[src/rtl/rf_write_arbiter_pkg.sv]
// Register-file constants and host-write record shared by the write arbiter,
// the animation FSM and the datapath.
package rf_write_arbiter_pkg;

    localparam int unsigned RF_AW = 3;
    localparam int unsigned RF_DW = 32;

    localparam logic [RF_AW-1:0] REG_LEDS    = 3'd0;
    localparam logic [RF_AW-1:0] REG_BOUND   = 3'd1;
    localparam logic [RF_AW-1:0] REG_COUNTER = 3'd2;
    localparam logic [RF_AW-1:0] REG_MASK    = 3'd3;
    localparam logic [RF_AW-1:0] REG_SHIFT   = 3'd4;

    typedef struct packed {
        logic [RF_AW-1:0] addr;
        logic [RF_DW-1:0] data;
    } cfg_wr_t;

    localparam int unsigned CFG_WR_W = $bits(cfg_wr_t);

    function automatic logic addr_protected(input logic [2**RF_AW-1:0] mask,
                                            input logic [RF_AW-1:0]    addr);
        return mask[addr];
    endfunction

endpackage

[src/rtl/rf_write_arbiter_fifo.sv]
// Small synchronous FIFO for queued host writes; occupancy counter carries one
// extra bit so full and empty are distinguishable when the pointers coincide.
module cfg_fifo #(
    parameter int unsigned DEPTH = 2,
    parameter int unsigned WIDTH = 35
) (
    input  logic                     clk,
    input  logic                     reset,
    input  logic                     push,
    input  logic                     pop,
    input  logic [WIDTH-1:0]         din,
    output logic [WIDTH-1:0]         dout,
    output logic                     full,
    output logic                     empty,
    output logic [$clog2(DEPTH):0]   count
);

    localparam int unsigned PW = $clog2(DEPTH);
    localparam logic [PW:0] FULL_CNT = (PW+1)'(DEPTH);

    logic [WIDTH-1:0] mem_q [DEPTH];
    logic [PW-1:0]    wr_ptr_q, rd_ptr_q;
    logic [PW:0]      count_q;
    logic             push_ok, pop_ok;

    assign full    = (count_q == FULL_CNT);
    assign empty   = (count_q == '0);
    assign count   = count_q;
    assign dout    = mem_q[rd_ptr_q];
    assign push_ok = push & ~full;
    assign pop_ok  = pop & ~empty;

    always_ff @(posedge clk or posedge reset) begin
        if (reset) begin
            wr_ptr_q <= '0;
            rd_ptr_q <= '0;
            count_q  <= '0;
        end else begin
            if (push_ok) wr_ptr_q <= wr_ptr_q + 1'b1;
            if (pop_ok)  rd_ptr_q <= rd_ptr_q + 1'b1;
            case ({push_ok, pop_ok})
                2'b10:   count_q <= count_q + 1'b1;
                2'b01:   count_q <= count_q - 1'b1;
                default: count_q <= count_q;
            endcase
        end
    end

    always_ff @(posedge clk) begin
        if (push_ok) mem_q[wr_ptr_q] <= din;
    end

endmodule

[src/rtl/rf_write_arbiter.sv]
// Register-file write-port arbiter: FSM writes pass straight through, queued
// host configuration writes fill idle slots, protected addresses are rejected.
module rf_write_arbiter
    import rf_write_arbiter_pkg::*;
#(
    parameter int unsigned           DEPTH        = 2,
    parameter int unsigned           MAX_WAIT     = 1024,
    parameter logic [2**RF_AW-1:0]   PROTECT_MASK = 8'h01
) (
    input  logic                     clk,
    input  logic                     reset,
    input  logic                     fsm_we,
    input  logic [RF_AW-1:0]         fsm_wa,
    input  logic [RF_DW-1:0]         fsm_wd,
    input  logic                     cfg_valid,
    output logic                     cfg_ready,
    input  logic [RF_AW-1:0]         cfg_addr,
    input  logic [RF_DW-1:0]         cfg_data,
    output logic                     cfg_err,
    output logic                     rf_we,
    output logic [RF_AW-1:0]         rf_wa,
    output logic [RF_DW-1:0]         rf_wd,
    output logic [$clog2(DEPTH):0]   cfg_pending,
    output logic                     cfg_timeout
);

    localparam int unsigned WW = $clog2(MAX_WAIT + 1);
    localparam logic [WW-1:0] WAIT_SAT = WW'(MAX_WAIT);

    cfg_wr_t       head, tail;
    logic          fifo_full, fifo_empty;
    logic          accept, prot, push, pop;
    logic          err_q, err_d;
    logic          timeout_q, timeout_d;
    logic [WW-1:0] wait_q, wait_d;

    assign cfg_ready = ~fifo_full;
    assign accept    = cfg_valid & cfg_ready;
    assign prot      = addr_protected(PROTECT_MASK, cfg_addr);
    assign push      = accept & ~prot;
    assign pop       = ~fsm_we & ~fifo_empty;
    assign tail      = '{addr: cfg_addr, data: cfg_data};

    cfg_fifo #(
        .DEPTH (DEPTH),
        .WIDTH (CFG_WR_W)
    ) u_fifo (
        .clk   (clk),
        .reset (reset),
        .push  (push),
        .pop   (pop),
        .din   (tail),
        .dout  (head),
        .full  (fifo_full),
        .empty (fifo_empty),
        .count (cfg_pending)
    );

    always_comb begin
        rf_we = 1'b0;
        rf_wa = '0;
        rf_wd = '0;
        if (fsm_we) begin
            rf_we = 1'b1;
            rf_wa = fsm_wa;
            rf_wd = fsm_wd;
        end else if (!fifo_empty) begin
            rf_we = 1'b1;
            rf_wa = head.addr;
            rf_wd = head.data;
        end
    end

    // Timeout is set from the next count so it shows on the edge the count saturates.
    always_comb begin
        wait_d = wait_q;
        if (fifo_empty || pop)
            wait_d = '0;
        else if (fsm_we && wait_q != WAIT_SAT)
            wait_d = wait_q + 1'b1;
        timeout_d = timeout_q | (wait_d == WAIT_SAT);
        err_d     = accept & prot;
    end

    always_ff @(posedge clk or posedge reset) begin
        if (reset) begin
            wait_q    <= '0;
            timeout_q <= 1'b0;
            err_q     <= 1'b0;
        end else begin
            wait_q    <= wait_d;
            timeout_q <= timeout_d;
            err_q     <= err_d;
        end
    end

    assign cfg_err     = err_q;
    assign cfg_timeout = timeout_q;

endmodule
[config.mk]
export PLATFORM = sky130hd
export DESIGN_NAME = rf_write_arbiter
export DESIGN_NICKNAME = d
export VERILOG_FILES = /design/src/rtl/rf_write_arbiter_pkg.sv /design/src/rtl/rf_write_arbiter_fifo.sv /design/src/rtl/rf_write_arbiter.sv
export SDC_FILE = /design/constraint.sdc
export NUM_CORES = 1
export LEC_CHECK = 0
export CORE_MARGIN = 4
export CORE_UTILIZATION = 40
export CTS_CLUSTER_SIZE = 14
export DETAILED_ROUTE_END_ITERATION = 10
export HOLD_SLACK_MARGIN = 0.08
export PLACE_DENSITY_LB_ADDON = 0.3
export SLEW_MARGIN = 20
export SYNTH_ARGS = -nofsm -noshare
export SYNTH_HDL_FRONTEND = slang
export SYNTH_SLANG_ARGS = --single-unit
[constraint.sdc]
create_clock -name clk -period 9.2 [get_ports clk]
set_clock_uncertainty 0.1 [all_clocks]
set_input_delay 2.76 -clock clk [delete_from_list [all_inputs] [get_ports clk]]
set_output_delay 2.76 -clock clk [all_outputs]
set_load 0.05 [all_outputs]
==> run_results.csv <==
group,metric,value,unit
worst_setup_path,critPathKind,"primary input to output port",
worst_setup_path,required,6340,ps
floorplanning,rows,35,
sta,fin_setup_tns,0,ps
global_routing,track_usage,14.90,%
placed_design,routabilityCongestion,0.8322,
clocking,htree_levels,3,
sta,tightest_slew,1055,ps
placed_design,portBuffers,114,
global_routing,antenna_found_initial,0,
worst_setup_path,end_kind,"output port",
clocking,cts_hold_buf,0,
power,total_power,1.407,mW
power,power.leakage,1.977,nW
logic_synthesis,netlist_top_cells_count,"70 x edfxtp_1, 42 x nand2_1, 40 x o21ai_0",
clocking,clock_latency,340,ps
floorplanning,chipWidth,105.4,µm
sta,worst_slack,1614,ps
worst_setup_path,cp_slowest_cell,"clkdlybuf4s50_1",
worst_setup_path,r2r_slack,6830,ps
floorplanning,ios,115,
sta,min_period,7586,ps
logic_synthesis,syn_area,3794,µm²
placed_design,placed_cells,524,
clocking,cts_sinks,87,
layout,fill_cells,773,
power,ir_drop,124.4,µV
clocking,clock_tree.buffer_depth,2,
route,avgViaCountPerCell,4.858,
clocking,cts_tree,"done",
sta,finalHoldViolations,0,
sta,maxSlewHeadroom,29.66,%
global_routing,grt-busiest-layer,"met2",
placed_design,place_ws,1565,ps
global_routing,grt_pass1_wl,13050,µm
route,wl,8205,µm
worst_setup_path,start_kind,"primary input",
worst_setup_path,cp_max_fo,43,
layout,stdcell_count,541,
floorplanning,floorplan.initialDensity,41.06,%
logic_synthesis,synth_ff_type,"edfxtp_1",
route,drt_iter0_drc,66,
layout,drive_above_1_share,6.553,%
placed_design,hpwlAfterDp,5638,µm
layout,area_delta_synth_final,39.97,%
route,drc,0,
worst_setup_path,slowest_delay,850,ps
route,antenna_left,0,
logic_synthesis,synth-seq-cells,87,
clocking,clk_pin_slew_worst_paths,90,ps
global_routing,grt_max_degree,44,
logic_synthesis,yosys_warnings,0,
route,post_drt_wl_per_cell,15.17,µm
worst_setup_path,path_delay_family,"buffers and inverters",
sta,setup_viol,0,
clocking,clk_root_buffer_cell,"clkbuf_8",
run_status,status,"finished clean",
layout,final-seq-area,2529,µm²
route,vias,2628,
logic_synthesis,yosys.area.top_type,"edfxtp_1",
sta,rsz0062_at_grt,"no",
layout,fin_nets,484,
logic_synthesis,syn_nets,371,
clocking,cts_made_buffers,9,
power,power_density,264.9,nW/µm²
worst_setup_path,crit_arrival,4730,ps
sta,max_freq,0.1318,GHz
clocking,cts.repair_timing.setup_buffer_count,0,
job,drv_cap,0,
worst_setup_path,crit_chain,"buf_2 > buf_4 > o21bai_4 > o21ai_0 > clkdlybuf4s50_1",
logic_synthesis,avgSynthCellArea,12.90,µm²
clocking,cts_resized,0,
logic_synthesis,yosysMostFrequentCell,"edfxtp_1",
layout,multi_input_area,1201,µm²
layout,diodes,0,
logic_synthesis,synthTopCellsByArea,"edfxtp_1 55%, dfrtp_1 11%, mux2i_1 9.5%, o21ai_0 5.3%, nand2_1 4.2%",
floorplanning,dieHeight,105.4,µm
logic_synthesis,ys_seq_area_share,66.62,%
layout,utilization,57.47,%
logic_synthesis,synth_edf_count,70,
sta,finalCritPeriodShare,82.46,%
sta,drv_slew,0,
logic_synthesis,synth_top_area_share,55.41,%
floorplanning,core-area,9240,µm²
logic_synthesis,synth_cell_types,34,
logic_synthesis,synth_cells,294,
global_routing,use_met3,5.450,%
global_routing,gr-usage-met1,17.13,%
logic_synthesis,synthArstFlopShare,19.54,%
route,dr.pass1.iters,4,
global_routing,met2_usage,25.59,%
floorplanning,die-area,11110,µm²
min_path,hold_path_class,"flip-flop to flip-flop",
global_routing,grt_pass1_vias,2747,
global_routing,overflow,0,
worst_setup_path,critPathBufInv,3,
per-layer routing:
metal,part of all wire [%],wire length [µm],vias to the layer above
li1,-,-,1311
met1,41,3394,1222
met2,50,4085,80
met3,6.8,561,15
met4,2.0,163,0
met5,0,0,-
cell type report:
type	count	share of cell area (%)
Tap cell	129	3.040
Timing Repair Buffer	118	22.34
Multi-Input combinational cell	185	22.62
Clock inverter	7	1.626
Inverter	6	0.4241
Sequential cell	87	47.62
Clock buffer	9	2.333
report_power, final:
part / internal, mW / total (mW) / switching, mW
Clock: 0.132 / 0.276 / 0.144
Sequential: 0.513 / 0.590 / 0.0764
Combinational: 0.214 / 0.541 / 0.327
Total: 0.859 / 1.41 / 0.547
final timing paths:
kind | startpoint | end | depth (start not counted)
worst max-delay path | fsm_we | rf_wd[17] | 5
worst min-delay path | cfg_timeout | cfg_timeout | 1
worst max register to register | u_fifo.count[0] | u_fifo.mem_q[0][2] | 4
worst min register to register | cfg_timeout | cfg_timeout | 1
max in group asynchronous | reset | u_fifo.rd_ptr_q | 2
min in group asynchronous | reset | wait_q[3] | 2
registers in the layout, summed over array words and instances, names as in the netlist:
name / flops
cfg_err: 1
u_fifo.count: 2
u_fifo.wr_ptr_q: 1
u_fifo.mem_q: 70
cfg_timeout: 1
u_fifo.rd_ptr_q: 1
wait_q: 11
logic make-up (layout without fill, tap and decap cells):
kind of cell	after synthesis	after routing	share of synthesized area (%)
compound gates	58	58	8.543
xor+xnor	9	9	2.078
fa+ha+maj	3	3	0.9896
buf+inv	22	140	2.407
flops	87	87	66.62
mux	36	36	9.499
simple gates	79	79	9.862
cells in the final DEF (no fill, tap or decap), types with 6 or more instances in the layout:
master / count
o21ai_0: 40
clkdlybuf4s50_1: 113
nor2_1: 11
nand2_1: 42
inv_1: 6
clkbuf_8: 9
xnor2_1: 7
a21oi_1: 8
dfrtp_1: 16
mux2i_1: 36
edfxtp_1: 70
through the flow:
| step | area (µm²) | hold slack (ps) |
|---|---|---|
| 5_1_grt | 5310 | 420.4 |
| 3_3_place_gp | 5065 | 376.5 |
| 3_5_place_dp | 5072 | 392.6 |
| 4_1_cts | 5283 | 407.9 |
| 2_1_floorplan | 3794 | 368.1 |
| 6_report | 5310 | 400.4 |
No activity file was read; power rests on OpenSTA's default activity.
